--- config.mk ---
export PLATFORM = sky130hd
export DESIGN_NAME = branch_ckpt_ctrl
export DESIGN_NICKNAME = d
export VERILOG_FILES = /design/src/rtl/branch_ckpt_pkg.sv /design/src/rtl/ckpt_slot_fifo.sv /design/src/rtl/branch_ckpt_ctrl.sv
export SDC_FILE = /design/constraint.sdc
export NUM_CORES = 1
export LEC_CHECK = 0
export ABC_CLOCK_PERIOD_IN_PS = 2900
export BUFFER_PORTS_ARGS = -buffer_cell sky130_fd_sc_hd__buf_2
export CORE_UTILIZATION = 52
export DETAILED_ROUTE_END_ITERATION = 12
export GPL_TIMING_DRIVEN = 0
export HOLD_SLACK_MARGIN = 0.08
export PLACE_DENSITY_LB_ADDON = 0.2
export REMOVE_ABC_BUFFERS = 1
export SYNTH_ARGS = -nofsm -noshare
export SYNTH_HDL_FRONTEND = slang
export SYNTH_HIERARCHICAL = 1
export SYNTH_SLANG_ARGS = --single-unit
--- constraint.sdc ---
create_clock -name i_clk -period 2.9 [get_ports i_clk]
set_input_delay 0.58 -clock i_clk [delete_from_list [all_inputs] [get_ports i_clk]]
set_output_delay 0.58 -clock i_clk [all_outputs]
set_load 0.02 [all_outputs]
--- src/rtl/branch_ckpt_pkg.sv ---
// Shared types and helpers for the branch checkpoint controller.
// Optional perf counters are enabled with BRANCH_CKPT_PERF_EN.
package branch_ckpt_pkg;

    localparam int CKPT_DEPTH     = 4;
    localparam int CKPT_WIDTH     = 2;
    localparam int ROB_WIDTH      = 4;
    localparam int RECOVER_CYCLES = 2;
    localparam int STALL_W        = (RECOVER_CYCLES > 1) ? $clog2(RECOVER_CYCLES) : 1;

    typedef enum logic {
        IDLE    = 1'b0,
        RECOVER = 1'b1
    } ckpt_state_e;

    typedef struct packed {
        logic                 valid;
        logic                 resolved;
        logic [ROB_WIDTH-1:0] rob_tag;
    } ckpt_slot_t;

    typedef logic [CKPT_WIDTH-1:0] ckpt_id_t;
    typedef logic [CKPT_WIDTH:0]   ckpt_cnt_t;
    typedef logic [CKPT_DEPTH-1:0] ckpt_mask_t;

    // Slots from id up to tail-1 (modulo). id is a live slot, so
    // tail==id can only mean the FIFO is full: every slot goes.
    function automatic ckpt_mask_t squash_range(input ckpt_id_t id,
                                                input ckpt_id_t tail);
        ckpt_mask_t m;
        ckpt_id_t   span;
        ckpt_id_t   off;
        m    = '0;
        span = tail - id;
        for (int i = 0; i < CKPT_DEPTH; i++) begin
            off = ckpt_id_t'(i) - id;
            if (span == '0 || off < span) begin
                m[i] = 1'b1;
            end
        end
        return m;
    endfunction

endpackage

--- src/rtl/ckpt_slot_fifo.sv ---
// Circular checkpoint slot store: allocation, resolve marking,
// in-order retirement and squash of a younger range.
module ckpt_slot_fifo
    import branch_ckpt_pkg::*;
(
    input  logic                  i_clk,
    input  logic                  i_reset,
    input  logic                  i_alloc,
    input  logic [ROB_WIDTH-1:0]  i_alloc_rob_tag,
    input  logic                  i_resolve,
    input  logic [CKPT_WIDTH-1:0] i_resolve_id,
    input  logic                  i_squash,
    input  logic [CKPT_WIDTH-1:0] i_squash_id,
    input  logic                  i_retire_en,
    output logic [CKPT_WIDTH-1:0] o_tail,
    output logic [CKPT_WIDTH:0]   o_count,
    output logic                  o_full,
    output logic [CKPT_DEPTH-1:0] o_valid,
    output logic [ROB_WIDTH-1:0]  o_squash_tag,
    output logic [CKPT_DEPTH-1:0] o_squash_mask
);

    ckpt_slot_t r_slots [CKPT_DEPTH];
    ckpt_id_t   r_head;
    ckpt_id_t   r_tail;
    ckpt_cnt_t  r_count;

    logic       w_empty;
    logic       w_retire;
    ckpt_mask_t w_mask;

    assign w_empty       = (r_count == '0);
    assign o_full        = (r_count == ckpt_cnt_t'(CKPT_DEPTH));
    assign w_retire      = i_retire_en && !w_empty && r_slots[r_head].resolved;
    assign w_mask        = squash_range(i_squash_id, r_tail);
    assign o_tail        = r_tail;
    assign o_count       = r_count;
    assign o_squash_tag  = r_slots[i_squash_id].rob_tag;
    assign o_squash_mask = w_mask;

    // Flatten the per-slot valid bits for the controller.
    always_comb begin
        o_valid = '0;
        for (int i = 0; i < CKPT_DEPTH; i++) begin
            o_valid[i] = r_slots[i].valid;
        end
    end

    // Slot array and pointers; squash overrides alloc and retirement.
    always_ff @(posedge i_clk) begin
        if (i_reset) begin
            r_head  <= '0;
            r_tail  <= '0;
            r_count <= '0;
            for (int i = 0; i < CKPT_DEPTH; i++) begin
                r_slots[i] <= '0;
            end
        end else if (i_squash) begin
            for (int i = 0; i < CKPT_DEPTH; i++) begin
                if (w_mask[i]) begin
                    r_slots[i] <= '0;
                end
            end
            r_tail  <= i_squash_id;
            r_count <= {1'b0, ckpt_id_t'(i_squash_id - r_head)};
        end else begin
            if (i_resolve && r_slots[i_resolve_id].valid) begin
                r_slots[i_resolve_id].resolved <= 1'b1;
            end
            if (i_alloc) begin
                r_slots[r_tail] <= '{valid: 1'b1, resolved: 1'b0,
                                     rob_tag: i_alloc_rob_tag};
                r_tail <= r_tail + ckpt_id_t'(1);
            end
            if (w_retire) begin
                r_slots[r_head] <= '0;
                r_head <= r_head + ckpt_id_t'(1);
            end
            r_count <= r_count + ckpt_cnt_t'(i_alloc) - ckpt_cnt_t'(w_retire);
        end
    end

endmodule

--- src/rtl/branch_ckpt_ctrl.sv ---
// Branch checkpoint controller: slot allocation, mispredict recovery FSM.
// Define BRANCH_CKPT_PERF_EN to add saturating performance counters.
module branch_ckpt_ctrl
    import branch_ckpt_pkg::*;
(
    input  logic                  i_clk,
    input  logic                  i_reset,
    input  logic                  i_alloc_req,
    input  logic [ROB_WIDTH-1:0]  i_alloc_rob_tag,
    output logic                  o_alloc_ready,
    output logic                  o_alloc_grant,
    output logic [CKPT_WIDTH-1:0] o_alloc_ckpt_id,
    input  logic                  i_resolve_valid,
    input  logic [CKPT_WIDTH-1:0] i_resolve_ckpt_id,
    input  logic                  i_resolve_mispredict,
    output logic                  o_resolve_ready,
    output logic                  o_restore_valid,
    output logic [CKPT_WIDTH-1:0] o_restore_ckpt_id,
    output logic [ROB_WIDTH-1:0]  o_restore_rob_tag,
    output logic [CKPT_DEPTH-1:0] o_squash_mask,
    output logic                  o_rename_stall,
    output logic [CKPT_WIDTH:0]   o_ckpt_count
`ifdef BRANCH_CKPT_PERF_EN
    ,
    output logic [31:0]           o_perf_mispredicts,
    output logic [31:0]           o_perf_full_stalls,
    output logic [31:0]           o_perf_recover_cycles
`endif
);

    ckpt_state_e          r_state;
    ckpt_state_e          w_state_nxt;
    logic [STALL_W-1:0]   r_stall_cnt;
    logic [STALL_W-1:0]   w_stall_nxt;

    logic                 w_idle;
    logic                 w_accept;
    logic                 w_mispredict;
    logic                 w_resolve_ok;
    logic                 w_full;
    ckpt_mask_t           w_valid;
    ckpt_mask_t           w_mask;
    logic [ROB_WIDTH-1:0] w_tag;

    assign w_idle          = (r_state == IDLE);
    assign w_accept        = i_resolve_valid && w_idle;
    assign w_mispredict    = w_accept && i_resolve_mispredict
                             && w_valid[i_resolve_ckpt_id];
    assign w_resolve_ok    = w_accept && !i_resolve_mispredict;
    assign o_alloc_ready   = w_idle && !w_full;
    assign o_alloc_grant   = i_alloc_req && o_alloc_ready && !w_mispredict;
    assign o_resolve_ready = w_idle;
    assign o_rename_stall  = (r_state == RECOVER);

    ckpt_slot_fifo u_fifo (
        .i_clk           (i_clk),
        .i_reset         (i_reset),
        .i_alloc         (o_alloc_grant),
        .i_alloc_rob_tag (i_alloc_rob_tag),
        .i_resolve       (w_resolve_ok),
        .i_resolve_id    (i_resolve_ckpt_id),
        .i_squash        (w_mispredict),
        .i_squash_id     (i_resolve_ckpt_id),
        .i_retire_en     (w_idle && !w_mispredict),
        .o_tail          (o_alloc_ckpt_id),
        .o_count         (o_ckpt_count),
        .o_full          (w_full),
        .o_valid         (w_valid),
        .o_squash_tag    (w_tag),
        .o_squash_mask   (w_mask)
    );

    // State and stall-counter registers.
    always_ff @(posedge i_clk) begin
        if (i_reset) begin
            r_state     <= IDLE;
            r_stall_cnt <= '0;
        end else begin
            r_state     <= w_state_nxt;
            r_stall_cnt <= w_stall_nxt;
        end
    end

    // Next state: enter RECOVER on a mispredict, leave when count hits 0.
    always_comb begin
        w_state_nxt = r_state;
        w_stall_nxt = r_stall_cnt;
        unique case (r_state)
            IDLE: begin
                if (w_mispredict) begin
                    w_state_nxt = RECOVER;
                    w_stall_nxt = STALL_W'(RECOVER_CYCLES - 1);
                end
            end
            RECOVER: begin
                if (r_stall_cnt == '0) begin
                    w_state_nxt = IDLE;
                end else begin
                    w_stall_nxt = r_stall_cnt - STALL_W'(1);
                end
            end
            default: w_state_nxt = IDLE;
        endcase
    end

    // One-cycle restore pulse with the captured slot, tag and squash range.
    always_ff @(posedge i_clk) begin
        if (i_reset || !w_mispredict) begin
            o_restore_valid   <= 1'b0;
            o_restore_ckpt_id <= '0;
            o_restore_rob_tag <= '0;
            o_squash_mask     <= '0;
        end else begin
            o_restore_valid   <= 1'b1;
            o_restore_ckpt_id <= i_resolve_ckpt_id;
            o_restore_rob_tag <= w_tag;
            o_squash_mask     <= w_mask;
        end
    end

`ifdef BRANCH_CKPT_PERF_EN
    // Saturating event counters.
    always_ff @(posedge i_clk) begin
        if (i_reset) begin
            o_perf_mispredicts    <= '0;
            o_perf_full_stalls    <= '0;
            o_perf_recover_cycles <= '0;
        end else begin
            if (w_mispredict && o_perf_mispredicts != '1) begin
                o_perf_mispredicts <= o_perf_mispredicts + 32'd1;
            end
            if (i_alloc_req && w_full && o_perf_full_stalls != '1) begin
                o_perf_full_stalls <= o_perf_full_stalls + 32'd1;
            end
            if (o_rename_stall && o_perf_recover_cycles != '1) begin
                o_perf_recover_cycles <= o_perf_recover_cycles + 32'd1;
            end
        end
    end
`endif

endmodule

# [After elaboration in Yosys (flattened, before gate mapping)]
# Memory sizes are Yosys's and may differ from the RTL's. A register that Yosys moved wholly into a read port is not among the register bits.
# Cells that the tools add are included.
[word_totals] rom_bits=0 mem_count=1 latchBits=0 wordCells=124 mem_bits_rw=24 input_bits=11 ff_bits=20 out_inout_bits=20
[classes] muxes=61 shift=0 n_addsub=11 n_eq_ne=2 reduce_logical=28 div=0 multipliers=0 bitwise=6 magnitude_cmp=5
[memory_table] memory="u_fifo.r_slots" words=4 word_bits=6 read_ports=6 rd_ports_with_merged_regs=1 wr=4 line="ckpt_slot_fifo.sv:23" source="ckpt_slot_t r_slots [CKPT_DEPTH];"
[op_table] cell="2-to-1 mux 1 bit" n=42
[op_table] cell="2-to-1 mux 6 bit" n=7
[op_table] cell="2-to-1 mux 2 bit" n=9
[op_table] cell="OR reduction 6 bit" n=3
[op_table] cell="logical AND 1 bit" n=11
[op_table] cell="less-than comparator 2 bit" n=4
[op_table] cell="logical OR 1 bit" n=5
[op_table] cell="adder 2 x 1 -> 2 bit (second input constant)" n=2
[op_table] cell="logical NOT 1 bit" n=4
[op_table] cell="bitwise OR 1 bit" n=4
[op_table] cell="one-hot mux 1 bit (2 select lines)" n=2
[op_table] cell="subtractor 1 x 2 -> 2 bit (first input constant)" n=2
[op_table] cell="subtractor 2 bit" n=2
[op_table] cell="subtractor 2 bit (first input constant)" n=2
[op_table] cell="adder 3 x 1 -> 3 bit" n=1
[op_table] cell="== test 3 bit (second input constant)" n=1
[op_table] cell="logical NOT 3 bit" n=1
[op_table] cell="less-than comparator 2 x 3 -> 1 bit (second input constant)" n=1
[op_table] cell="subtractor 3 x 1 -> 3 bit" n=1
[op_table] cell="binary-select mux 1 bit (select 2 bit)" n=1
[op_table] cell="logical NOT 2 bit" n=1
[op_table] cell="inequality test 2 x 1 -> 1 bit (second input constant)" n=1
[op_table] cell="inverter 1 bit" n=2
[op_table] cell="AND reduction 2 bit" n=1
[op_table] cell="other kinds (3)" n=3

# [Logic depth before layout (Yosys ltp)]
# Gate-level depths: netlist of the first run.
[logic_depth] ltp_word=14 mapped_depth=14 ltp_nobuf=13

# [Cells and area by module]
# The synthesis of the first run kept the hierarchy.
[modules_own_cells] module="ckpt_slot_fifo" instances=1 cells_each=218 seq_area_each_um2=660.6 area_per_inst_um2=1919.3
[modules_own_cells] module="branch_ckpt_ctrl" instances=1 cells_each=44 seq_area_each_um2=260.2 area_per_inst_um2=498.0

# [Worst setup path after synthesis of the first run]
# No wires, ideal clock.
[synth_timing] path_type="input -> register" from="input port i_resolve_ckpt_id[1]" to="register u_fifo.r_count[2] (netlist: u_fifo/o_count[2])" n_path_buf=0 path_slack_ns=0.077 setup_time_ns=0.078 arrival_ns=2.744 required_ns=2.822 path_stages=13 cell_sequence="mux2_2 > a221oi_1 > o31a_1 > o21ai_2 > nor2_1 > ha_1 > inv_1 > ha_1 > inv_1 > fa_1 > xor2_1 > xnor2_1 > nor3_1"
[synth_via] elab_chain_cells=8 word_cells_on_any_way=11 cone_classes="add/sub: 2; mux: 2; reduce/logical: 7"
[synth_rtl] item="from (decl)" line="branch_ckpt_ctrl.sv:14" source="input logic [CKPT_WIDTH-1:0] i_resolve_ckpt_id,"
[synth_rtl] item="binary-select mux 1 bit (select 2 bit) (*)" line="branch_ckpt_ctrl.sv:48" source="&& w_valid[i_resolve_ckpt_id];"
[synth_rtl] item="2-to-1 mux 1 bit (not written as such) (*)" line="branch_ckpt_ctrl.sv:48"
[synth_rtl] item="logical AND 1 bit (*)" line="branch_ckpt_ctrl.sv:48"
[synth_rtl] item="branches (longest 5 deep; another with adder 3 x 1 -> 3 bit)"
[synth_rtl] item="to (signal assigned)" line="ckpt_slot_fifo.sv:65" source="r_count <= {1'b0, ckpt_id_t'(i_squash_id - r_head)};"
[synth_rtl] item="to (signal assigned)" line="ckpt_slot_fifo.sv:79" source="r_count <= r_count + ckpt_cnt_t'(i_alloc) - ckpt_cnt_t'(w_retire);"
[synth_rtl] item="to (decl)" line="ckpt_slot_fifo.sv:26" source="ckpt_cnt_t r_count;"
# Mark *: on every way between the ends. The select of a mux whose other input is x is not followed.
# A chain may end at the register's enable or synchronous reset.

==> report_table.html, run 1 <==
<table>
<tr><th>Metric</th><th>Value</th></tr>
<tr><th colspan="2">Placement</th></tr>
<tr><td>Last weighted congestion value of the routability-driven placer</td><td>0.832</td></tr>
<tr><td>Number of I/O port buffers</td><td>30</td></tr>
<tr><td>Sum of net half-perimeters after detailed placement</td><td>roughly 3700 µm</td></tr>
<tr><td>Cells after DPL</td><td>326</td></tr>
<tr><td>Instance area at placement</td><td>0.00256 mm²</td></tr>
<tr><th colspan="2">Cells and area</th></tr>
<tr><td>Layout Cell Area excl Fill</td><td>0.00279 mm²</td></tr>
<tr><td>Number of nets in the layout</td><td>313</td></tr>
<tr><td>Final std cells w/o fill</td><td>340</td></tr>
<tr><td>Filler cell count</td><td>368</td></tr>
<tr><td>Fraction of layout instances using a drive strength above 1</td><td>around 25%</td></tr>
<tr><td>Synth-to-Final Area Change</td><td>15.3%</td></tr>
<tr><td>Ant diodes</td><td>0</td></tr>
<tr><th colspan="2">Global routing</th></tr>
<tr><td>Antenna violations before repair</td><td>0</td></tr>
<tr><td>Via count of the first global-routing pass</td><td>1747</td></tr>
<tr><td>Combined global-route utilization of all metal layers</td><td>about 23%</td></tr>
<tr><td>Pin count of the biggest net entering global routing</td><td>22</td></tr>
<tr><td>Grt total ovfl</td><td>0</td></tr>
<tr><td>Global-route wire length before repair</td><td>8650 µm</td></tr>
<tr><th colspan="2">Routing</th></tr>
<tr><td>Routed vias</td><td>roughly 2000</td></tr>
<tr><td>Number of nets with antenna violations after detailed routing</td><td>0</td></tr>
<tr><td>Average wire per cell in the routed design</td><td>16.0 µm</td></tr>
<tr><td>First-pass DRT Iterations</td><td>4</td></tr>
<tr><td>Detailed-route DRC error count</td><td>0</td></tr>
<tr><td>Violation count after the first detailed-route iteration</td><td>195</td></tr>
<tr><td>Overall routed net length</td><td>5430 µm</td></tr>
<tr><td>Average vias per placed instance</td><td>slightly below 6</td></tr>
<tr><th colspan="2">Timing</th></tr>
<tr><td>Max-slew violation total from the final report</td><td>0</td></tr>
<tr><td>Highest clock frequency the design can meet</td><td>361 MHz</td></tr>
<tr><td>Setup Skew</td><td>0.00712 ns</td></tr>
<tr><td>Min Clock Period, post-route</td><td>2.77 ns</td></tr>
<tr><td>Normalized max-slew margin</td><td>53.0%</td></tr>
<tr><td>Final hold slack</td><td>0.474 ns</td></tr>
<tr><td>Final setup violation count</td><td>0</td></tr>
<tr><td>Hold Vio Cnt, Final</td><td>0</td></tr>
<tr><td>Transition at the pin with the smallest max-transition slack</td><td>0.702 ns</td></tr>
<tr><td>Final worst path period share</td><td>95.5%</td></tr>
<tr><th colspan="2">Worst setup path</th></tr>
<tr><td>Arrival @ worst endpoint</td><td>3.02 ns</td></tr>
<tr><td>Maximum fanout along the worst path</td><td>20</td></tr>
<tr><td>R2R setup slack</td><td>0.18 ns</td></tr>
<tr><td>Critical path start-end classification</td><td>input pin to register</td></tr>
<tr><td>Logic depth of the worst register-to-register path</td><td>13</td></tr>
<tr><td>Critical Path Start Type</td><td>input pin</td></tr>
<tr><td>Worst path cell trace</td><td>buf_6 &gt; mux4_2 &gt; nor3b_4 &gt; buf_6 &gt; nor2_1 &gt; and3_1 &gt; a311o_1 &gt; a21oi_2 &gt; a31o_2</td></tr>
<tr><td>Worst endpoint required time</td><td>3.16 ns</td></tr>
<tr><td>Crit-path most repeated cell</td><td>sky130_fd_sc_hd__buf_6</td></tr>
<tr><td>Slowest stage delay, CP</td><td>0.44 ns</td></tr>
<tr><td>Origin of the critical flop-to-flop path</td><td>u_fifo/r_slots[3][5]</td></tr>
<tr><td>RR Endpoint</td><td>u_fifo/o_count[1]</td></tr>
<tr><td>Critical Path End Type</td><td>register</td></tr>
<tr><td>Standard cell with the maximum stage delay on the critical path</td><td>sky130_fd_sc_hd__nor3b_4</td></tr>
<tr><th colspan="2">Worst hold path</th></tr>
<tr><td>Worst min-delay path endpoint</td><td>u_fifo/r_slots[2][1]</td></tr>
<tr><td>HP Start</td><td>u_fifo/r_slots[2][1]</td></tr>
<tr><td>Hold Path Cell Cnt</td><td>2</td></tr>
<tr><td>Type of the most critical hold path</td><td>register to register</td></tr>
<tr><th colspan="2">Synth</th></tr>
<tr><td>Yosys synthesis warning count</td><td>6</td></tr>
<tr><td>Number of flops mapped to enable cells by yosys</td><td>0</td></tr>
<tr><td>Number of synthesized register bits</td><td>46</td></tr>
<tr><td>Netlist area before placement</td><td>0.00242 mm²</td></tr>
<tr><td>Mean instance size in the synthesized netlist</td><td>9.23 µm²</td></tr>
<tr><td>Most frequently used flop master after synthesis</td><td>sky130_fd_sc_hd__dfxtp_1</td></tr>
<tr><td>Count of cell types in the netlist</td><td>53</td></tr>
<tr><td>Instance count of the mapped netlist</td><td>262</td></tr>
<tr><td>Async SR Flop Fraction</td><td>0%</td></tr>
<tr><td>Sequential-to-total area share from yosys stat</td><td>a little under two fifths</td></tr>
<tr><th colspan="2">Clock tree</th></tr>
<tr><td>Clock tree root driver cell</td><td>sky130_fd_sc_hd__clkbuf_8</td></tr>
<tr><td>Insertion delay to the later sink of the worst-skew pair</td><td>0.30 ns</td></tr>
<tr><td>H-tree Lvls</td><td>2</td></tr>
<tr><td>Clock-pin slew of the registers on the worst-case setup and hold paths</td><td>0.09 ns</td></tr>
<tr><td>Clock buffer count from CTS</td><td>5</td></tr>
<tr><td>Clk sink count</td><td>46</td></tr>
<tr><td>Largest buffer count on any clock path</td><td>2</td></tr>
<tr><td>Clock tree from TritonCTS</td><td>done</td></tr>
<tr><th colspan="2">Power and ir drop</th></tr>
<tr><td>Peak supply drop</td><td>0.472 mV</td></tr>
<tr><td>Power consumption</td><td>1.75 mW</td></tr>
<tr><td>Pwr per Cell Area</td><td>627 mW/mm²</td></tr>
<tr><td>Cell leakage power</td><td>1.20 nW</td></tr>
<tr><th colspan="2">Floorplan</th></tr>
<tr><td>Number of I/O pins</td><td>31</td></tr>
<tr><td>Die height</td><td>70.2 µm</td></tr>
<tr><td>Die X-Extent</td><td>about 70 µm</td></tr>
<tr><td>Floorplan die area</td><td>0.00493 mm²</td></tr>
<tr><td>Effective utilization at floorplan</td><td>54.8%</td></tr>
<tr><td>Number of cell rows</td><td>24</td></tr>
<tr><td>Placeable core area</td><td>0.00441 mm²</td></tr>
<tr><th colspan="2">Run</th></tr>
<tr><td>Max Cap Viol</td><td>0</td></tr>
<tr><th colspan="2">Outcome</th></tr>
<tr><td>Run status</td><td>completed</td></tr>
</table>
==> registers in the layout, indices dropped and copies added, names as in the netlist, named ones only <==
register and flops:
o_restore_ckpt_id 2, o_rename_stall 1, o_restore_rob_tag 4, o_restore_valid 1
u_fifo/o_count 3, u_fifo/r_head 2, r_stall_cnt 1, o_squash_mask 4
u_fifo/r_slots 24, u_fifo/o_tail 2
==> metrics by stage <==
step           TNS [ns]  utilization (%)  setup WS, ns
2_1_floorplan    -13.20                -        -0.872
3_3_place_gp     -52.69             57.6         -2.24
3_5_place_dp      -8.55             57.9        -0.673
4_1_cts               0             60.9       0.00444
5_1_grt         -0.0119             63.1      -0.00604
6_report              0             63.1         0.132
==> what timing repair did <==
item | in CTS | in global routing
setup buffers | 0 | 5
gates cloned | 0 | 1
resized for setup | 9 | 6
pin swaps | 2 | 3
setup endpoints to repair | 14 | 9
hold buffers | 0 | 0
==> layer usage <==
layer,part of all wire [%],GRT usage [%],up-vias
met5,0,0,-
met4,1.8,9.33,0
met3,5.3,3.75,9
met2,46,35.5,56
met1,47,31.1,946
li1,-,-,965
==> how the worst max path moves through the flow <==
stage / from / cells past startpoint / to
floorplan: i_resolve_ckpt_id[0] / 7 / u_fifo/r_slots[0][0]
global placement: i_resolve_ckpt_id[1] / 8 / u_fifo/r_slots[0][0]
detailed placement: i_resolve_ckpt_id[1] / 14 / u_fifo/o_count[2]
CTS: i_resolve_ckpt_id[1] / 14 / u_fifo/o_count[2]
global route: i_resolve_ckpt_id[0] / 9 / u_fifo/r_slots[0][3]
finish: i_resolve_ckpt_id[0] / 9 / u_fifo/r_slots[0][0]
==> where the power goes <==
part	switching, mW	total (mW)	internal, mW	leakage (nW)
Combinational	0.324	0.570	0.246	0.782
Clock	0.240	0.415	0.174	0.0447
Sequential	0.0681	0.763	0.695	0.373
Total	0.633	1.75	1.12	1.20
==> cell usage in the layout, fill, tap and decap left out, drive strengths merged, types with 7 or more instances in the layout <==
master,instances
dfxtp,46
nor2,36
buf,36
inv,15
nand2,14
and2,14
ha,14
a21oi,14
nand3,7
==> Yosys cell counts, types with 2 or more instances <==
| library cell | number | area, µm² |
|---|---|---|
| sky130_fd_sc_hd__a32oi_1 | 5 | 43.8 |
| sky130_fd_sc_hd__mux4_2 | 5 | 113 |
| sky130_fd_sc_hd__nand3_1 | 7 | 35.0 |
| sky130_fd_sc_hd__xnor2_1 | 6 | 52.6 |
| sky130_fd_sc_hd__a21oi_1 | 13 | 65.1 |
| sky130_fd_sc_hd__mux2i_1 | 6 | 60.1 |
| sky130_fd_sc_hd__and2_1 | 14 | 87.6 |
| sky130_fd_sc_hd__nor3_1 | 6 | 30.0 |
| sky130_fd_sc_hd__a22oi_1 | 4 | 30.0 |
| sky130_fd_sc_hd__nor2_1 | 36 | 135 |
| sky130_fd_sc_hd__nor2b_1 | 2 | 12.5 |
| sky130_fd_sc_hd__dfxtp_1 | 46 | 921 |
| sky130_fd_sc_hd__mux2_2 | 3 | 33.8 |
| sky130_fd_sc_hd__clkbuf_1 | 9 | 33.8 |
| sky130_fd_sc_hd__xor2_1 | 2 | 17.5 |
| sky130_fd_sc_hd__a31o_2 | 5 | 43.8 |
| sky130_fd_sc_hd__a211oi_1 | 4 | 30.0 |
| sky130_fd_sc_hd__buf_4 | 4 | 30.0 |
| sky130_fd_sc_hd__ha_1 | 14 | 175 |
| sky130_fd_sc_hd__and3_1 | 3 | 18.8 |
| sky130_fd_sc_hd__nor3b_1 | 4 | 30.0 |
| sky130_fd_sc_hd__buf_2 | 4 | 20.0 |
| sky130_fd_sc_hd__buf_1 | 2 | 7.51 |
| sky130_fd_sc_hd__nand2_1 | 14 | 52.6 |
| sky130_fd_sc_hd__nand3b_1 | 2 | 15.0 |
| sky130_fd_sc_hd__nor4_1 | 2 | 12.5 |
| sky130_fd_sc_hd__inv_1 | 14 | 52.6 |
==> cell type report <==
cell class / count / area (µm²) / area share, %
clock inverter: 3 / 25.0 / 0.898
multi-input combinational: 183 / 1400 / 50.3
sequential: 46 / 921 / 33.0
tap: 52 / 65.1 / 2.33
timing repair buffer: 37 / 253 / 9.07
clock buffer: 5 / 68.8 / 2.47
inverter: 14 / 52.6 / 1.89
==> cell families after synthesis <==
family | share of synthesized area (%)
AND/OR/NAND/NOR | 20.7
AO/OA/AOI/OAI | 15.1
flip-flops | 38.1
buffers and inverters | 5.95
adder cells (fa/ha/maj) | 8.07
multiplexers | 8.54
XOR/XNOR | 3.57
==> critical path, delay by kind of cell <==
kind                   cells  cell delay (ns)
AND/OR/NAND/NOR            3             0.88
multiplexers               1             0.36
AO/OA/AOI/OAI              3             0.81
buffers and inverters      2             0.38
(Power assumes the default switching activity.)
==> inputs of run 2 (changes only) <==
- CORE_MARGIN: unset -> 2
- PLACE_DENSITY: unset -> 0.72
- PLACE_DENSITY_LB_ADDON: 0.2 -> unset
==> run 2 against run 1 <==
Combinational power is 2% lower. Final cell count is 1.2% lower. Total power is 3.9% higher. Sequential power about the same.
==> report_table.html, run 2 (synthesized netlist as in run 1, its figures left out) <==
<table>
<tr><th>Metric</th><th>Value</th></tr>
<tr><th colspan="2">Power and ir drop</th></tr>
<tr><td>Combinational fraction of design power</td><td>30.7% (was 32.6%)</td></tr>
<tr><td>Part of the total power dissipated in the clock network</td><td>27.3% (was 23.7%)</td></tr>
<tr><td>Peak supply drop</td><td>0.372 mV (was 0.472 mV)</td></tr>
<tr><td>Pwr per Cell Area</td><td>653 mW/mm² (was 627 mW/mm²)</td></tr>
<tr><td>Power consumption</td><td>1.82 mW (was 1.75 mW)</td></tr>
<tr><td>Pint</td><td>1.20 mW (was 1.12 mW)</td></tr>
<tr><td>Reported net switching power</td><td>0.619 mW (was 0.633 mW)</td></tr>
<tr><td>Flop pwr share</td><td>41.9% (was 43.7%)</td></tr>
<tr><td>Cell leakage power</td><td>1.19 nW (was 1.20 nW)</td></tr>
<tr><td>Switching part of the total</td><td>34.1% (was 36.2%)</td></tr>
<tr><th colspan="2">Routing</th></tr>
<tr><td>Number of nets with antenna violations after detailed routing</td><td>0 (unchanged)</td></tr>
<tr><td>Met1 WL</td><td>2490 µm (was 2560 µm)</td></tr>
<tr><td>Average vias per placed instance</td><td>5.75 (was 5.81)</td></tr>
<tr><td>Overall routed net length</td><td>5460 µm (was 5430 µm)</td></tr>
<tr><td>Routed vias</td><td>1932 (was 1976)</td></tr>
<tr><td>First-pass DRT Iterations</td><td>4 (unchanged)</td></tr>
<tr><td>Average wire per cell in the routed design</td><td>16.3 µm (was 16.0 µm)</td></tr>
<tr><td>Met3 wire len</td><td>279 µm (was 290 µm)</td></tr>
<tr><td>Detailed-routed wire length on met2</td><td>2650 µm (was 2480 µm)</td></tr>
<tr><td>Violation count after the first detailed-route iteration</td><td>149 (was 195)</td></tr>
<tr><td>Highest metal used</td><td>met4 (unchanged)</td></tr>
<tr><td>Detailed-route DRC error count</td><td>0 (unchanged)</td></tr>
<tr><th colspan="2">Timing</th></tr>
<tr><td>Min Clock Period, post-route</td><td>2.78 ns (was 2.77 ns)</td></tr>
<tr><td>Setup TNS</td><td>0 ns (unchanged)</td></tr>
<tr><td>Setup Skew</td><td>0.00566 ns (was 0.00712 ns)</td></tr>
<tr><td>Final setup violation count</td><td>0 (unchanged)</td></tr>
<tr><td>Normalized max-slew margin</td><td>59.8% (was 53.0%)</td></tr>
<tr><td>Highest clock frequency the design can meet</td><td>360 MHz (was 361 MHz)</td></tr>
<tr><td>Max-slew violation total from the final report</td><td>0 (unchanged)</td></tr>
<tr><td>Unrepaired setup endpoints after global routing</td><td>yes</td></tr>
<tr><td>Hold Vio Cnt, Final</td><td>0 (unchanged)</td></tr>
<tr><td>Final worst path period share</td><td>95.7% (was 95.5%)</td></tr>
<tr><td>Transition at the pin with the smallest max-transition slack</td><td>0.603 ns (was 0.702 ns)</td></tr>
<tr><th colspan="2">Cells and area</th></tr>
<tr><td>Largest registers in the final layout</td><td>u_fifo/r_slots x24, o_restore_rob_tag x4, o_squash_mask x4 (unchanged)</td></tr>
<tr><td>Flip-flop count of the largest register, all copies and words added</td><td>24 (unchanged)</td></tr>
<tr><td>Fraction of layout instances using a drive strength above 1</td><td>23.6% (was 24.7%)</td></tr>
<tr><td>Commonest non-fill, non-tap cells in the layout</td><td>sky130_fd_sc_hd__dfxtp_1 (46), sky130_fd_sc_hd__nor2_1 (35), sky130_fd_sc_hd__buf_2 (28) (was sky130_fd_sc_hd__dfxtp_1 (46), sky130_fd_sc_hd__nor2_1 (36), sky130_fd_sc_hd__buf_2 (28))</td></tr>
<tr><td>Number of nets in the layout</td><td>309 (was 313)</td></tr>
<tr><td>Top register by number of flip-flops</td><td>u_fifo/r_slots (unchanged)</td></tr>
<tr><td>Synth-to-Final Area Change</td><td>15.0% (was 15.3%)</td></tr>
<tr><td>Layout Cell Area excl Fill</td><td>0.00278 mm² (was 0.00279 mm²)</td></tr>
<tr><td>Most common cell after layout, fill and taps aside</td><td>sky130_fd_sc_hd__dfxtp_1 (unchanged)</td></tr>
<tr><td>Ant diodes</td><td>0 (unchanged)</td></tr>
<tr><td>Final std cells w/o fill</td><td>336 (was 340)</td></tr>
<tr><th colspan="2">Floorplan</th></tr>
<tr><td>Die X-Extent</td><td>72.2 µm (was 70.2 µm)</td></tr>
<tr><td>Die height</td><td>72.2 µm (was 70.2 µm)</td></tr>
<tr><td>Effective utilization at floorplan</td><td>54.8% (unchanged)</td></tr>
<tr><td>Floorplan die area</td><td>0.00521 mm² (was 0.00493 mm²)</td></tr>
<tr><td>Number of cell rows</td><td>24 (unchanged)</td></tr>
<tr><td>Placeable core area</td><td>0.00441 mm² (unchanged)</td></tr>
<tr><td>Number of I/O pins</td><td>31 (unchanged)</td></tr>
<tr><th colspan="2">Global routing</th></tr>
<tr><td>Via count of the first global-routing pass</td><td>1757 (was 1747)</td></tr>
<tr><td>Antenna violations before repair</td><td>0 (unchanged)</td></tr>
<tr><td>Grt total ovfl</td><td>0 (unchanged)</td></tr>
<tr><td>Global-route wire length before repair</td><td>8650 µm (unchanged)</td></tr>
<tr><td>Pin count of the biggest net entering global routing</td><td>22 (unchanged)</td></tr>
<tr><td>Combined global-route utilization of all metal layers</td><td>21.5% (was 22.7%)</td></tr>
<tr><th colspan="2">Clock tree</th></tr>
<tr><td>Clock buffer count from CTS</td><td>5 (unchanged)</td></tr>
<tr><td>H-tree Lvls</td><td>2 (unchanged)</td></tr>
<tr><td>Clock tree from TritonCTS</td><td>done (unchanged)</td></tr>
<tr><td>Clk sink count</td><td>46 (unchanged)</td></tr>
<tr><td>Cts hold-fix bufs</td><td>0 (unchanged)</td></tr>
<tr><td>Clock-pin slew of the registers on the worst-case setup and hold paths</td><td>0.09 ns (about the same)</td></tr>
<tr><td>Largest buffer count on any clock path</td><td>2 (unchanged)</td></tr>
<tr><td>Insertion delay to the later sink of the worst-skew pair</td><td>0.30 ns (about the same)</td></tr>
<tr><td>Clock tree root driver cell</td><td>sky130_fd_sc_hd__clkbuf_8 (unchanged)</td></tr>
<tr><th colspan="2">Worst setup path</th></tr>
<tr><td>Maximum fanout along the worst path</td><td>11 (was 20)</td></tr>
<tr><td>Arrival @ worst endpoint</td><td>2.95 ns (was 3.02 ns)</td></tr>
<tr><td>Family of cells with the greatest summed delay on the critical path</td><td>adder cells (was simple AND/OR/NAND/NOR gates)</td></tr>
<tr><td>Setup crit start</td><td>i_resolve_ckpt_id[1] (was i_resolve_ckpt_id[0])</td></tr>
<tr><td>Critical path start-end classification</td><td>input pin to register (unchanged)</td></tr>
<tr><td>Worst path cell trace</td><td>buf_16 &gt; mux2_4 &gt; a221oi_4 &gt; o31a_1 &gt; o21ai_2 &gt; nor2_1 &gt; ha_1 &gt; inv_1 &gt; ha_1 &gt; inv_1 &gt; fa_1 &gt; xor2_1 &gt; xnor2_1 &gt; nor3_1 (was buf_6 &gt; mux4_2 &gt; nor3b_4 &gt; buf_6 &gt; nor2_1 &gt; and3_1 &gt; a311o_1 &gt; a21oi_2 &gt; a31o_2)</td></tr>
<tr><td>Worst endpoint required time</td><td>3.08 ns (was 3.16 ns)</td></tr>
<tr><td>Origin of the critical flop-to-flop path</td><td>u_fifo/r_slots[3][5] (unchanged)</td></tr>
<tr><td>Slowest stage delay, CP</td><td>0.37 ns (was 0.44 ns)</td></tr>
<tr><td>CP Buf/Inv Count</td><td>3 (was 2)</td></tr>
<tr><td>Critical Path End Type</td><td>register (unchanged)</td></tr>
<tr><td>Standard cell with the maximum stage delay on the critical path</td><td>sky130_fd_sc_hd__fa_1 (was sky130_fd_sc_hd__nor3b_4)</td></tr>
<tr><td>Path length in cells of the critical path</td><td>14 (was 9)</td></tr>
<tr><td>Critical Path Start Type</td><td>input pin (unchanged)</td></tr>
<tr><td>Logic depth of the worst register-to-register path</td><td>13 (unchanged)</td></tr>
<tr><th colspan="2">Placement</th></tr>
<tr><td>Sum of net half-perimeters after detailed placement</td><td>3790 µm (was 3660 µm)</td></tr>
<tr><td>Last weighted congestion value of the routability-driven placer</td><td>0.853 (was 0.832)</td></tr>
<tr><td>Cells after DPL</td><td>326 (unchanged)</td></tr>
<tr><td>Number of I/O port buffers</td><td>30 (unchanged)</td></tr>
<tr><td>Instance area at placement</td><td>0.00256 mm² (unchanged)</td></tr>
<tr><th colspan="2">Worst hold path</th></tr>
<tr><td>Hold Path Cell Cnt</td><td>2 (unchanged)</td></tr>
<tr><td>Type of the most critical hold path</td><td>register to register (unchanged)</td></tr>
<tr><td>HP Start</td><td>u_fifo/r_slots[2][0] (was u_fifo/r_slots[2][1])</td></tr>
<tr><th colspan="2">Outcome</th></tr>
<tr><td>Run status</td><td>completed (unchanged)</td></tr>
<tr><th colspan="2">Run</th></tr>
<tr><td>Max Cap Viol</td><td>0 (unchanged)</td></tr>
</table>
run 2: path summary, 6_finish.rpt:
| kind | end | slack, ns |
|---|---|---|
| worst max-delay path | u_fifo/o_count[2] | 0.12 |
| worst min-delay path | u_fifo/r_slots[2][0] | 0.47 |
| worst max register to register | u_fifo/o_count[2] | 0.17 |
| worst min register to register | u_fifo/r_slots[2][0] | 0.47 |
run 2: what timing repair did:
item	CTS	global route
resized for setup	7	8
buffers inserted	1	0
setup endpoints to repair	13	3
pin swaps	0	2
endpoints found under the hold margin	0	0
gates cloned	0	1
run 2: final cells by class:
| type | count | area (µm²) |
|---|---|---|
| fillers | 363 | 1630 |
| inverters | 14 | 52.6 |
| multi-input cells | 183 | 1400 |
| repair buffers | 33 | 223 |
| well taps | 52 | 65.1 |
| flip-flops and latches | 46 | 921 |
| clock inverters | 3 | 48.8 |
| clock buffers | 5 | 68.8 |
run 2: power groups by stage:
stage	sequential, mW	combinational, mW	clock (mW)
after CTS	0.760	0.540	0.509
after floorplan	0.792	0.364	0
final	0.762	0.558	0.496
after global routing	0.771	0.615	0.534
after global placement	0.773	0.520	0
after detailed placement	0.775	0.530	0
run 2: per-layer routing:
metal / global-route usage (%) / vias to the layer above
li1: - / 962
met1: 29.7 / 903
met2: 34.5 / 61
met3: 3.89 / 6
met4: 6.71 / 0
met5: 0 / -
run 2: stage by stage:
step           setup slack [ns]  hold slack, ns  utilization, %
6_report                  0.124           0.472            63.0
4_1_cts                  0.0138           0.473            61.5
5_1_grt                -0.00498           0.496            63.0
3_3_place_gp              -2.25           0.454            57.6
3_5_place_dp             -0.629           0.460            57.9
2_1_floorplan            -0.872           0.441               -
run 2: tightest hold or removal path, stage by stage, from the launching register on:
cell	delay, ns
sky130_fd_sc_hd__dfxtp_1	0.32
sky130_fd_sc_hd__nand3_1	0.06
sky130_fd_sc_hd__a21oi_1	0.06
==> inputs of run 3 (changes only) <==
- ABC_CLOCK_PERIOD_IN_PS: 2900 -> 3100
- CORE_UTILIZATION: 52 -> 55
- clock period: 2.9 -> 3.1 ns (I/O delays scaled with it)
==> run 3 against run 2 <==
Final cell count down 0.30%. First-iteration DRC count fell by 25%. Total power decreased by 7.0%. Combinational power fell by 7.0%.
==> report_table.html, run 3 (synthesized netlist as in run 1, its figures left out) <==
<table>
<tr><th>Metric</th><th>Value</th></tr>
<tr><th colspan="2">Outcome</th></tr>
<tr><td>Run status</td><td>completed (unchanged)</td></tr>
<tr><th colspan="2">Timing</th></tr>
<tr><td>Highest clock frequency the design can meet</td><td>346 MHz</td></tr>
<tr><td>Final setup violation count</td><td>0 (unchanged)</td></tr>
<tr><td>Unrepaired setup endpoints after global routing</td><td>no (was yes)</td></tr>
<tr><td>Max-slew violation total from the final report</td><td>0 (unchanged)</td></tr>
<tr><td>Setup Skew</td><td>0.00710 ns (was 0.00566 ns)</td></tr>
<tr><td>Transition at the pin with the smallest max-transition slack</td><td>0.741 ns (was 0.603 ns)</td></tr>
<tr><td>Setup TNS</td><td>0 ns (unchanged)</td></tr>
<tr><td>Worst-case setup margin in the final layout</td><td>0.209 ns (was 0.124 ns)</td></tr>
<tr><td>Min Clock Period, post-route</td><td>2.89 ns</td></tr>
<tr><td>Final hold slack</td><td>0.478 ns (was 0.472 ns)</td></tr>
<tr><td>Final worst path period share</td><td>93.3%</td></tr>
<tr><td>Hold Vio Cnt, Final</td><td>0 (unchanged)</td></tr>
<tr><td>Normalized max-slew margin</td><td>50.4% (was 59.8%)</td></tr>
<tr><th colspan="2">Cells and area</th></tr>
<tr><td>Commonest non-fill, non-tap cells in the layout</td><td>sky130_fd_sc_hd__dfxtp_1 (46), sky130_fd_sc_hd__nor2_1 (36), sky130_fd_sc_hd__buf_2 (28) (was sky130_fd_sc_hd__dfxtp_1 (46), sky130_fd_sc_hd__nor2_1 (35), sky130_fd_sc_hd__buf_2 (28))</td></tr>
<tr><td>Final std cells w/o fill</td><td>335 (was 336)</td></tr>
<tr><td>Final core utilization</td><td>63.6% (was 63.0%)</td></tr>
<tr><td>Most common cell after layout, fill and taps aside</td><td>sky130_fd_sc_hd__dfxtp_1 (unchanged)</td></tr>
<tr><td>Number of nets in the layout</td><td>308 (was 309)</td></tr>
<tr><td>Ant diodes</td><td>0 (unchanged)</td></tr>
<tr><td>Top register by number of flip-flops</td><td>u_fifo/r_slots (unchanged)</td></tr>
<tr><td>Filler cell count</td><td>357 (was 363)</td></tr>
<tr><td>Largest registers in the final layout</td><td>u_fifo/r_slots x24, o_restore_rob_tag x4, o_squash_mask x4 (unchanged)</td></tr>
<tr><td>Layout Cell Area excl Fill</td><td>0.00273 mm² (was 0.00278 mm²)</td></tr>
<tr><td>Synth-to-Final Area Change</td><td>13.0% (was 15.0%)</td></tr>
<tr><td>Fraction of layout instances using a drive strength above 1</td><td>23.0% (was 23.6%)</td></tr>
<tr><td>Flip-flop count of the largest register, all copies and words added</td><td>24 (unchanged)</td></tr>
<tr><th colspan="2">Global routing</th></tr>
<tr><td>Antenna violations before repair</td><td>0 (unchanged)</td></tr>
<tr><td>Via count of the first global-routing pass</td><td>1952 (was 1757)</td></tr>
<tr><td>Combined global-route utilization of all metal layers</td><td>23.7% (was 21.5%)</td></tr>
<tr><td>Global-route wire length before repair</td><td>9180 µm (was 8650 µm)</td></tr>
<tr><td>Grt total ovfl</td><td>0 (unchanged)</td></tr>
<tr><td>Pin count of the biggest net entering global routing</td><td>22 (unchanged)</td></tr>
<tr><th colspan="2">Routing</th></tr>
<tr><td>Number of nets with antenna violations after detailed routing</td><td>0 (unchanged)</td></tr>
<tr><td>Routed vias</td><td>1934 (was 1932)</td></tr>
<tr><td>Average vias per placed instance</td><td>5.77 (was 5.75)</td></tr>
<tr><td>Average wire per cell in the routed design</td><td>16.3 µm (about the same)</td></tr>
<tr><td>Overall routed net length</td><td>5450 µm (was 5460 µm)</td></tr>
<tr><td>Violation count after the first detailed-route iteration</td><td>112 (was 149)</td></tr>
<tr><td>Detailed-route DRC error count</td><td>0 (unchanged)</td></tr>
<tr><td>First-pass DRT Iterations</td><td>4 (unchanged)</td></tr>
<tr><th colspan="2">Floorplan</th></tr>
<tr><td>Die X-Extent</td><td>70.3 µm (was 72.2 µm)</td></tr>
<tr><td>Number of I/O pins</td><td>31 (unchanged)</td></tr>
<tr><td>Effective utilization at floorplan</td><td>56.3% (was 54.8%)</td></tr>
<tr><td>Placeable core area</td><td>0.00429 mm² (was 0.00441 mm²)</td></tr>
<tr><td>Number of cell rows</td><td>24 (unchanged)</td></tr>
<tr><td>Floorplan die area</td><td>0.00494 mm² (was 0.00521 mm²)</td></tr>
<tr><td>Die height</td><td>70.3 µm (was 72.2 µm)</td></tr>
<tr><th colspan="2">Worst setup path</th></tr>
<tr><td>Arrival @ worst endpoint</td><td>2.27 ns (was 2.95 ns)</td></tr>
<tr><td>Critical Path Start Type</td><td>input pin (unchanged)</td></tr>
<tr><td>Slowest stage delay, CP</td><td>0.59 ns (was 0.37 ns)</td></tr>
<tr><td>Critical path start-end classification</td><td>input pin to output port (was input pin to register)</td></tr>
<tr><td>Worst path cell trace</td><td>clkbuf_4 &gt; and3_2 &gt; a22o_1 &gt; nor2_1 &gt; buf_2 (was buf_16 &gt; mux2_4 &gt; a221oi_4 &gt; o31a_1 &gt; o21ai_2 &gt; nor2_1 &gt; ha_1 &gt; inv_1 &gt; ha_1 &gt; inv_1 &gt; fa_1 &gt; xor2_1 &gt; xnor2_1 &gt; nor3_1)</td></tr>
<tr><td>Worst endpoint required time</td><td>2.48 ns (was 3.08 ns)</td></tr>
<tr><td>Maximum fanout along the worst path</td><td>20 (was 11)</td></tr>
<tr><td>Critical Path End Type</td><td>output port (was register)</td></tr>
<tr><td>Standard cell with the maximum stage delay on the critical path</td><td>sky130_fd_sc_hd__nor2_1 (was sky130_fd_sc_hd__fa_1)</td></tr>
<tr><th colspan="2">Placement</th></tr>
<tr><td>Sum of net half-perimeters after detailed placement</td><td>3760 µm (was 3790 µm)</td></tr>
<tr><td>Worst-case setup slack after placement</td><td>-0.667 ns (was -0.629 ns)</td></tr>
<tr><td>Number of I/O port buffers</td><td>30 (unchanged)</td></tr>
<tr><td>Cells after DPL</td><td>326 (unchanged)</td></tr>
<tr><td>Last weighted congestion value of the routability-driven placer</td><td>0.838 (was 0.853)</td></tr>
<tr><td>Instance area at placement</td><td>0.00256 mm² (unchanged)</td></tr>
<tr><th colspan="2">Clock tree</th></tr>
<tr><td>Clock tree from TritonCTS</td><td>done (unchanged)</td></tr>
<tr><td>Insertion delay to the later sink of the worst-skew pair</td><td>0.31 ns (was 0.30 ns)</td></tr>
<tr><td>Clock-pin slew of the registers on the worst-case setup and hold paths</td><td>0.09 ns (about the same)</td></tr>
<tr><td>Largest buffer count on any clock path</td><td>2 (unchanged)</td></tr>
<tr><td>H-tree Lvls</td><td>2 (unchanged)</td></tr>
<tr><td>Clock buffer count from CTS</td><td>5 (unchanged)</td></tr>
<tr><td>Clock tree root driver cell</td><td>sky130_fd_sc_hd__clkbuf_8 (unchanged)</td></tr>
<tr><td>Clk sink count</td><td>46 (unchanged)</td></tr>
<tr><th colspan="2">Power and ir drop</th></tr>
<tr><td>Cell leakage power</td><td>1.17 nW (was 1.19 nW)</td></tr>
<tr><td>Pwr per Cell Area</td><td>619 mW/mm² (was 653 mW/mm²)</td></tr>
<tr><td>Peak supply drop</td><td>0.414 mV (was 0.372 mV)</td></tr>
<tr><td>Power consumption</td><td>1.69 mW (was 1.82 mW)</td></tr>
<tr><th colspan="2">Run</th></tr>
<tr><td>Max Cap Viol</td><td>0 (unchanged)</td></tr>
<tr><th colspan="2">Worst hold path</th></tr>
<tr><td>Type of the most critical hold path</td><td>register to register (unchanged)</td></tr>
</table>
run 3: cell count changes in the layout (fill, tap and decap cells not counted), sizes merged:
cell and delta:
clkinv +1, clkinvlp -1, buf -1
run 3: worst paths after layout:
kind                         from              endpoint  slack (ns)  depth (start not counted)
max          i_resolve_ckpt_id[0]         o_alloc_grant        0.21                          5
min          u_fifo/r_slots[2][0]  u_fifo/r_slots[2][0]        0.48                          2
max reg2reg  u_fifo/r_slots[2][5]     u_fifo/o_count[2]        0.39                         13
min reg2reg  u_fifo/r_slots[2][0]  u_fifo/r_slots[2][0]        0.48                          2
run 3: layer usage:
| metal | wire length (µm) | share of wire, % | GRT usage [%] | vias to the layer above |
|---|---|---|---|---|
| li1 | - | - | - | 958 |
| met1 | 2430 | 45 | 28.9 | 904 |
| met2 | 2620 | 48 | 39.8 | 60 |
| met3 | 275 | 5.0 | 4.91 | 12 |
| met4 | 124 | 2.3 | 10.9 | 0 |
| met5 | 0 | 0 | 0 | - |
run 3: critical path, delay by kind of cell:
| kind | cells | cell delay [ns] |
|---|---|---|
| AO/OA/AOI/OAI | 1 | 0.25 |
| AND/OR/NAND/NOR | 2 | 0.87 |
| buffers and inverters | 2 | 0.52 |
run 3: final cells by class:
type,instances,area (µm²),area share (%)
Timing Repair Buffer,32,186,6.82
Tap cell,52,65.1,2.38
Clock inverter,3,43.8,1.60
Inverter,14,52.6,1.92
Sequential cell,46,921,33.7
Clock buffer,5,68.8,2.52
Multi-Input combinational cell,183,1400,51.1
run 3: what timing repair did:
| action | 4_1_cts | 5_1_grt |
|---|---|---|
| resized for setup | 5 | 6 |
| cloned | 0 | 0 |
| hold buffers | 0 | 0 |
| setup endpoints to repair | 10 | 5 |
| pin swaps | 0 | 0 |
| setup buffers | 1 | 0 |
run 3: report_power, final:
group	switching [mW]	total, mW	leakage (nW)	internal [mW]
logic	0.300	0.519	0.743	0.219
registers	0.0636	0.714	0.373	0.650
clock network	0.216	0.457	0.0585	0.242
